File: config.mk
export PLATFORM = sky130hd
export DESIGN_NAME = moy_arbitre_flat
export DESIGN_NICKNAME = d
export VERILOG_FILES = /design/src/rtl/moy_arbitre_pkg.sv /design/src/rtl/moy_arbitre_if.sv /design/src/rtl/moy_arbitre_rr_arb.sv /design/src/rtl/moy_arbitre.sv /design/src/flat_wrapper.sv
export SDC_FILE = /design/constraint.sdc
export NUM_CORES = 1
export LEC_CHECK = 0
export CAP_MARGIN = 10
export CORE_MARGIN = 2
export CORE_UTILIZATION = 65
export CTS_BUF_LIST = sky130_fd_sc_hd__clkbuf_4
export DETAILED_ROUTE_END_ITERATION = 16
export MAX_ROUTING_LAYER = met4
export PLACE_DENSITY = 0.95
export RECOVER_POWER = 25
export SYNTH_ARGS = -nofsm -noshare
export SYNTH_HDL_FRONTEND = slang
export SYNTH_SLANG_ARGS = --single-unit
File: constraint.sdc
create_clock -name clk -period 9.5 [get_ports clk]
set_input_delay 1.425 -clock clk [delete_from_list [all_inputs] [get_ports clk]]
set_output_delay 1.425 -clock clk [all_outputs]
set_load 0.05 [all_outputs]
File: src/rtl/moy_arbitre_pkg.sv
// moy_pkg: shared constants and types for the moy_arbitre moving-average arbiter
// Holds the default channel count, sample width and window size, plus the FSM state,
// sample and channel-index types used by the arbiter and its interface.
package moy_pkg;
  localparam int NB_CH = 4;
  localparam int W = 8;
  localparam int WIN_LOG2 = 2;
  typedef enum logic [1:0] {IDLE, SUM, OUT} state_t;
  typedef logic [W-1:0] sample_t;
  typedef logic [$clog2(NB_CH)-1:0] ch_t;
endpackage

File: src/rtl/moy_arbitre_if.sv
// moy_arbitre_if: per-channel sample requests and windowed-mean result handshake
// req_valid/req_data/req_ready : NB_CH requesters, one W-bit sample each, one-hot ready
// m_valid/m_ready/m_data/m_ch  : result stream, mean plus originating channel
// busy                         : arbiter is not idle
// master drives requests and m_ready; slave is the arbiter.
interface moy_arbitre_if #(
  parameter int NB_CH = moy_pkg::NB_CH,
  parameter int W = moy_pkg::W
);
  import moy_pkg::*;
  logic [NB_CH-1:0] req_valid;
  logic [NB_CH-1:0] req_ready;
  logic [NB_CH*W-1:0] req_data;
  logic m_valid;
  logic m_ready;
  logic [W-1:0] m_data;
  logic [$clog2(NB_CH)-1:0] m_ch;
  logic busy;
  modport master (
    output req_valid, req_data, m_ready,
    input  req_ready, m_valid, m_data, m_ch, busy
  );
  modport slave (
    input  req_valid, req_data, m_ready,
    output req_ready, m_valid, m_data, m_ch, busy
  );
endinterface

File: src/rtl/moy_arbitre_rr_arb.sv
// moy_rr_arb: combinational round-robin pick starting after the last granted channel
// req  : per-channel request vector
// last : index of the previously granted channel
// gnt  : one-hot grant, zero when nothing is requested
// idx  : granted channel index
// any  : at least one request is present
module moy_rr_arb #(
  parameter int NB_CH = moy_pkg::NB_CH,
  localparam int CW = $clog2(NB_CH)
) (
  input  logic [NB_CH-1:0] req,
  input  logic [CW-1:0]    last,
  output logic [NB_CH-1:0] gnt,
  output logic [CW-1:0]    idx,
  output logic             any
);
  import moy_pkg::*;
  logic [CW-1:0] c;
  // Walk the ring backwards so the closest requester after last wins the final overwrite.
  always_comb begin
    idx = last;
    c = '0;
    for (int i = NB_CH; i >= 1; i--) begin
      c = CW'((int'(last) + i) % NB_CH);
      if (req[c]) idx = c;
    end
  end
  assign any = |req;
  assign gnt = any ? NB_CH'(1) << idx : '0;
endmodule

File: src/rtl/moy_arbitre.sv
// moy_arbitre: round-robin shared moving-average datapath over NB_CH sample sources
// clk : rising-edge clock
// rst : synchronous active-high reset, clears state, histories and fill counts
// bus : moy_arbitre_if.slave (requests in, windowed mean and channel out, busy)
// MOY_WARMUP_EN : when defined, a channel emits results only once its window is full.
module moy_arbitre #(
  parameter int NB_CH = moy_pkg::NB_CH,
  parameter int W = moy_pkg::W,
  parameter int WIN_LOG2 = moy_pkg::WIN_LOG2
) (
  input logic clk,
  input logic rst,
  moy_arbitre_if.slave bus
);
  import moy_pkg::*;
  localparam int WIN = 2 ** WIN_LOG2;
  localparam int CW = $clog2(NB_CH);
  state_t state;
  logic [W-1:0] hist [NB_CH][WIN];
  logic [W+WIN_LOG2-1:0] acc;
  logic [W+WIN_LOG2-1:0] acc_nx;
  logic [WIN_LOG2-1:0] k;
  logic [CW-1:0] last_grant;
  logic [CW-1:0] g;
  logic [CW-1:0] pick;
  logic [NB_CH-1:0] gnt;
  logic any;
  logic accept;
  logic full;
  logic [W-1:0] sample;
  moy_rr_arb #(.NB_CH(NB_CH)) u_arb (
    .req (bus.req_valid),
    .last(last_grant),
    .gnt (gnt),
    .idx (pick),
    .any (any)
  );
  assign accept = state == IDLE && any;
  // Ready is gated by rst so nothing is handshaken while reset is being applied.
  assign bus.req_ready = (state == IDLE && !rst) ? gnt : '0;
  assign bus.busy = state != IDLE;
  assign sample = bus.req_data[pick*W +: W];
  assign acc_nx = acc + (W+WIN_LOG2)'(hist[g][k]);
`ifdef MOY_WARMUP_EN
  logic [WIN_LOG2:0] fill [NB_CH];
  logic [WIN_LOG2:0] fill_nx;
  assign fill_nx = fill[pick] == (WIN_LOG2+1)'(WIN) ? fill[pick] : fill[pick] + 1'b1;
  assign full = fill_nx == (WIN_LOG2+1)'(WIN);
  always_ff @(posedge clk)
    if (rst) fill <= '{default: '0};
    else if (accept) fill[pick] <= fill_nx;
`else
  assign full = 1'b1;
`endif
  always_ff @(posedge clk)
    if (rst) hist <= '{default: '0};
    else if (accept) begin
      hist[pick][0] <= sample;
      for (int i = 1; i < WIN; i++) hist[pick][i] <= hist[pick][i-1];
    end
  always_ff @(posedge clk) begin
    if (rst) begin
      state <= IDLE;
      acc <= '0;
      k <= '0;
      g <= '0;
      last_grant <= CW'(NB_CH - 1);
      bus.m_valid <= 1'b0;
      bus.m_data <= '0;
      bus.m_ch <= '0;
    end else begin
      case (state)
        IDLE: if (any) begin
          last_grant <= pick;
          g <= pick;
          acc <= '0;
          k <= '0;
          state <= full ? SUM : IDLE;
        end
        SUM: begin
          acc <= acc_nx;
          k <= k + 1'b1;
          // Last window slot: publish the mean straight from the final partial sum.
          if (&k) begin
            state <= OUT;
            bus.m_valid <= 1'b1;
            bus.m_data <= W'(acc_nx >> WIN_LOG2);
            bus.m_ch <= g;
          end
        end
        OUT: if (bus.m_ready) begin
          state <= IDLE;
          bus.m_valid <= 1'b0;
        end
        default: state <= IDLE;
      endcase
    end
  end
endmodule
File: src/flat_wrapper.sv
// flat-port wrapper written by rule: the top's interface ports become plain ports
module moy_arbitre_flat import moy_pkg::*;
#(
  parameter int NB_CH = moy_pkg::NB_CH,
  parameter int W = moy_pkg::W,
  parameter int WIN_LOG2 = moy_pkg::WIN_LOG2
)
  (clk, rst, bus_req_valid, bus_req_data, bus_m_ready, bus_req_ready, bus_m_valid, bus_m_data, bus_m_ch, bus_busy);
  moy_arbitre_if #(.NB_CH(NB_CH), .W(W)) bus_i ();
  input logic clk;
  input logic rst;
  input wire logic [$bits(bus_i.req_valid)-1:0] bus_req_valid;
  input wire logic [$bits(bus_i.req_data)-1:0] bus_req_data;
  input wire logic [$bits(bus_i.m_ready)-1:0] bus_m_ready;
  output wire logic [$bits(bus_i.req_ready)-1:0] bus_req_ready;
  output wire logic [$bits(bus_i.m_valid)-1:0] bus_m_valid;
  output wire logic [$bits(bus_i.m_data)-1:0] bus_m_data;
  output wire logic [$bits(bus_i.m_ch)-1:0] bus_m_ch;
  output wire logic [$bits(bus_i.busy)-1:0] bus_busy;
  assign bus_i.req_valid = bus_req_valid;
  assign bus_i.req_data = bus_req_data;
  assign bus_i.m_ready = bus_m_ready;
  assign bus_req_ready = bus_i.req_ready;
  assign bus_m_valid = bus_i.m_valid;
  assign bus_m_data = bus_i.m_data;
  assign bus_m_ch = bus_i.m_ch;
  assign bus_busy = bus_i.busy;
  moy_arbitre #(.NB_CH(NB_CH), .W(W), .WIN_LOG2(WIN_LOG2)) u_core (.clk(clk), .rst(rst), .bus(bus_i));
endmodule
# [Word level (Yosys, flattened, before mapping)]
# Index checks and enable logic that the tools add are counted.
[totals] reg_bits=157 input_bits=39 wordCells=109
[op_classes] n_addsub=6 magnitude_cmp=8 eq_ne=5 shift=2 mux=46 bitwise_logic=3 n_reduce_logical=15
[ops] op="128-bit bitwise mux" n=4
[ops] op="32-bit demux with 2-bit select" n=4
[ops] op="32-bit 2-to-1 mux" n=5
[ops] op="32-bit binary-select mux with 2-bit select" n=2
[ops] op="32-bit by 6-bit variable part select with 8-bit output" n=1
[ops] op="24-bit 2-to-1 mux" n=1
[ops] op="8-bit 2-to-1 mux" n=3
[ops] op="10-bit case mux with 2 select lines" n=1
[ops] op="8-bit binary-select mux with 2-bit select" n=1
[ops] op="16-bit 2-to-1 mux" n=1
[ops] op="2-bit 2-to-1 mux" n=8
[ops] op="2-bit by 3-bit < comparator with 1-bit output (second input constant)" n=4
[ops] op="10-bit by 8-bit adder with 10-bit output" n=1
[ops] op="10-bit 2-to-1 mux" n=1
[ops] op="3-bit greater-or-equal comparator (second input constant)" n=3
[ops] op="2-bit NOT with 3-bit output" n=3
[ops] op="3-bit AND reduction" n=3
[ops] op="1-bit binary-select mux with 2-bit select" n=4
[ops] op="4-bit 2-to-1 mux" n=2
[ops] op="2-bit by 1-bit adder with 2-bit output (second input constant)" n=3
[ops] op="1-bit 2-to-1 mux" n=6
[ops] op="2-bit case mux with 3 select lines" n=1
[ops] op="2-bit AND reduction" n=3
[ops] op="2-bit nonzero test" n=3
[ops] op="13 further kinds" n=17

# [Depth between registers and ports, before layout]
[logic_depth] depth_word=16 depth_mapped=13 depth_no_buf=11

# [By module]
# From an unflattened synthesis, not the netlist that was laid out.
[hier_totals] hier_cells=836 area_unflattened_um2=7130.6
[by_module_without_submodules] mod="moy_arbitre" instances=1 cells_per_inst=805 area_each_um2=6955.4 seq_area_each_um2=3143.0
[by_module_without_submodules] mod="moy_rr_arb" instances=1 cells_per_inst=31 area_each_um2=175.2 seq_area_each_um2=0.0

# [Worst setup path before layout]
# OpenSTA, ideal clock, no wires.
[synth_path] path_type="input-to-output" start="in bus_req_valid[3]" end="out bus_req_ready[2]" t_arrival_ps=3326 setup_slack_ps=4749 stages=6 cell_sequence="nand2b_1 > o21ai_1 > a221o_1 > buf_6 > clkbuf_1 > nor3_1"
[synth_between] elab_chain_cells=9
[synth_rtl] item="start, declared" line_no="flat_wrapper.sv:12" source="input wire logic [$bits(bus_i.req_valid)-1:0] bus_req_valid;"
[synth_rtl] item="1-bit binary-select mux with 2-bit select" line_no="moy_arbitre_rr_arb.sv:25" source="if (req[c]) idx = c;"
[synth_rtl] item="1-bit 2-to-1 mux (not written as such)" line_no="moy_arbitre_rr_arb.sv:25"
[synth_rtl] item="2-bit 2-to-1 mux (4 in a row)" line_no="moy_arbitre_rr_arb.sv:25"
[synth_rtl] item="1-bit by 2-bit left shift with 4-bit output" line_no="moy_arbitre_rr_arb.sv:29" source="assign gnt = any ? NB_CH'(1) << idx : '0;"
[synth_rtl] item="4-bit 2-to-1 mux (*)" line_no="moy_arbitre_rr_arb.sv:29"
[synth_rtl] item="4-bit 2-to-1 mux (*)" line_no="moy_arbitre.sv:40" source="assign bus.req_ready = (state == IDLE && !rst) ? gnt : '0;"
[synth_rtl] item="end, declared" line_no="flat_wrapper.sv:15" source="output wire logic [$bits(bus_i.req_ready)-1:0] bus_req_ready;"
# Every way passes the cells marked *; elsewhere a longest branch is shown, timed or not. The select of a mux whose other input is x is not followed.

# [Final worst setup path]
[layout_path] start="in bus_req_valid[3]" end="out bus_req_ready[3]"
# The elaborated chain is that of the path after synthesis.

==> summary.md <==
| Metric | Value |
|---|---|
| CTS resizes | `0` |
| Setup TNS | `0 ns` |
| Pwr dens | `167 mW/mm^2` |
| Gate Count Post-Synth | `between 700 and 800` |
| Mean Syn Cell Area | `9.96 um^2` |
| Crit Path Max Fanout | `14` |
| Number of setup violations in the final report | `0` |
| Post-CTS setup buffer count | `0` |
| LEAKAGE | `2.97 nW` |
| Clock Power Share | `between 30% and 40%` |
| Top cells by area, synth | `dfxtp_1 (43%), mux2i_1 (18%), mux4_2 (9.9%), nand2_1 (8.9%), a21oi_1 (2.1%)` |
| CTS tree | `built` |
| DIE AREA | `0.0121 mm^2` |
| Critical path class | `in2out` |
| Design Area, Final | `0.00807 mm^2` |
| Share of cells above drive strength 1 | `a little over a tenth` |
| Post-CTS Hold Fix Bufs | `0` |
| Final wirelength | `17.4 mm` |
| Switching part of the total | `around 30%` |
| Worst slack, placed | `between 3 and 4 ns` |
| Warnings from Yosys | `0` |
| Final nets | `805` |
| Clock-pin slew on the worst setup and hold paths | `0.13 ns` |
| RSZ-0062 raised after global routing | `false` |
| WHS Path Cells | `2` |
| GR Overflow Total | `0` |
| GRT busiest layer | `met2` |
| Grt met3 use | `between 6 and 7%` |
| Result of the run | `finished with violations` |
| Die height | `110 um` |
| CTS H-tree lvls | `4` |
| Synth-to-layout area growth | `10.6%` |
| CTS Buf Count | `17` |
| Antenna Nets Post-Route | `0` |
| DRC Markers | `0` |
| R2R cell count | `11` |
| Failing checks | `max-capacitance violations, max-slew violations` |
| Final core utilization | `74.1%` |
| Slew Limit Fails | `just over 80` |
| M2 GR Usage | `52.6%` |
| PnR worst setup slack | `3.40 ns` |
| Sequential share of power | `52.1%` |
| Largest net degree at the start of global routing | `95` |
| Critical Path AT | `4.67 ns` |
| Post-synthesis sequential area ratio | `43.1%` |
| Post-synthesis register bit count | `157` |
| Most frequent cells in the layout | `nand2_1 (172), dfxtp_1 (157), mux2i_1 (128)` |
| Routed via count | `5,763` |
| WL per Instance | `19.1 um` |
| GPL Wtd Cong | `0.838` |
| Starting Density | `approximately two thirds` |
| PortBufs | `54` |
| Min cycle time layout | `6.10 ns` |
| Sink Count | `157` |
| Post-DP HPWL | `11.6 mm` |
| Total GRT Usage | `a little under a third` |
| Critical path required time | `8.08 ns` |
| M1 GR Usage | `34.2%` |
| Total core area | `0.0109 mm^2` |
| I/O pin total | `55` |
| DP Area | `0.00778 mm^2` |
| Fin. Hold Viols | `0` |
| FMAX | `approximately 0.16 GHz` |
| Synth unique cells | `47` |
| Row count | `38` |
| Cell-internal power | `between 0.9 and 1 mW` |
| Period utilisation layout | `64.2%` |
| 1st-iter DRT viols | `536` |
| CTS root buf | `clkbuf_4` |
| Crit. End Element | `primary output` |
| Max_slew headroom | `-26.3%` |
| Vias in the first global route | `between 5k and 6k` |
| Clock skew | `0.0244 ns` |
| Yosys top cell by area | `dfxtp_1` |
| Via density | `6.33` |
| Initial antenna violation count | `1` |
| Syn nets | `between 700 and 800` |
| Worst reg-to-reg setup slack | `4.79 ns` |
| DRT Pass-1 Iters | `6` |
| Clock latency on the worst-skew pair | `0.57 ns` |
| Combinational share of power | `16.6%` |
| Worst-case clock buffer depth | `2` |
| Synth Cell Area | `around 0.0073 mm^2` |
| Peak VDD IR | `0.161 mV` |
| Die width | `110 um` |
| Global-route wire length before repair | `27.7 mm` |
| Most common cell after layout, fill and taps aside | `nand2_1` |
| Hold crit path type | `reg2reg` |
| Switching power | `around 0.40 mW` |
| CP startpoint kind | `primary input` |
| Post-synth top area share | `43.1%` |
| Max-cap viol count | `3` |
| Least-Margin Pin Slew | `1.90 ns` |
## metal layers
metal  vias up  part of all wire, %  wire, um
li1       2668                    -         -
met1      2784                   37      6500
met2       243                   52      8980
met3        68                  7.1      1230
met4         0                  3.9       682
met5         -                    0         0
## synthesized netlist by cell type, drive strengths merged
| cell | n |
|---|---|
| fa | 1 |
| xor2 | 2 |
| a21oi | 32 |
| a21o | 3 |
| a31oi | 11 |
| inv | 4 |
| o211a | 1 |
| a31o | 8 |
| a211oi | 12 |
| nand4 | 6 |
| o22ai | 1 |
| clkbuf | 32 |
| or4 | 3 |
| nand3 | 15 |
| mux4 | 32 |
| mux2i | 128 |
| nor2 | 24 |
| buf | 25 |
| xnor2 | 3 |
| nor3b | 1 |
| o21ai | 10 |
| ha | 9 |
| a211o | 2 |
| nand2b | 5 |
| o211ai | 2 |
| a2111oi | 2 |
| and3 | 1 |
| and2 | 3 |
| or3 | 2 |
| or2 | 1 |
| nand2 | 172 |
| o21bai | 2 |
| a221o | 1 |
| nor2b | 10 |
| nor3 | 4 |
| dfxtp | 157 |
| o31ai | 4 |
| a32o | 1 |
## area by class of cell
type | instances | area, um^2
fill | 717 | 2820
sequential | 157 | 3140
timing repair buffer | 62 | 606
tap | 140 | 175
inverter | 4 | 17.5
clock buffer | 18 | 135
clock inverter | 14 | 156
multi-input combinational | 514 | 3830
antenna | 1 | 2.50
## power by group through the flow
stage,Sequential [mW],Combinational [mW],Clock [mW]
6_report,0.699,0.223,0.420
5_1_grt,0.702,0.238,0.450
4_1_cts,0.699,0.220,0.420
3_5_place_dp,0.713,0.218,0
3_3_place_gp,0.711,0.209,0
2_1_floorplan,0.700,0.179,0
## kinds of logic after synthesis
| family | Yosys count | share of synthesized area (%) |
|---|---|---|
| AO/OA/AOI/OAI | 92 | 8.30 |
| XOR/XNOR | 5 | 0.601 |
| adder cells (fa/ha/maj) | 10 | 1.82 |
| buffers and inverters | 61 | 4.27 |
| flip-flops | 157 | 43.1 |
| multiplexers | 160 | 27.4 |
| AND/OR/NAND/NOR | 247 | 14.5 |
## sequential cells by signal (all words and copies together), names as in the netlist
name / cells
u_core.bus.m_valid: 1
u_core.hist: 128
u_core.acc: 10
u_core.g: 2
u_core.k: 2
u_core.bus.m_data: 8
u_core.bus.m_ch: 2
u_core.state: 2
u_core.last_grant: 2
## per-stage QoR
step	cells	hold slack [ns]	total power [mW]
after floorplan	732	0.432	0.879
final	910	0.466	1.34
after global routing	910	0.479	1.39
after global placement	876	0.438	0.920
after detailed placement	876	0.449	0.931
after CTS	908	0.466	1.34
## critical path: stages
cell             delay, ns
dlygate4sd3_1         0.59
nor2_1                0.08
a21oi_1               0.82
nand3_1               0.68
nor2_1                0.24
clkdlybuf4s50_1       0.83
## worst paths after layout
kind                                                          end                         start
worst max-delay path                             bus_req_ready[3]              bus_req_valid[3]
worst min-delay path                 u_core.hist[33]$_SDFFE_PP0P_  u_core.hist[33]$_SDFFE_PP0P_
worst max register to register  u_core.bus.m_data[4]$_SDFFE_PP0P_      u_core.k[0]$_SDFFE_PP0P_
worst min register to register       u_core.hist[33]$_SDFFE_PP0P_  u_core.hist[33]$_SDFFE_PP0P_
Power figures use the tool's default switching activity.
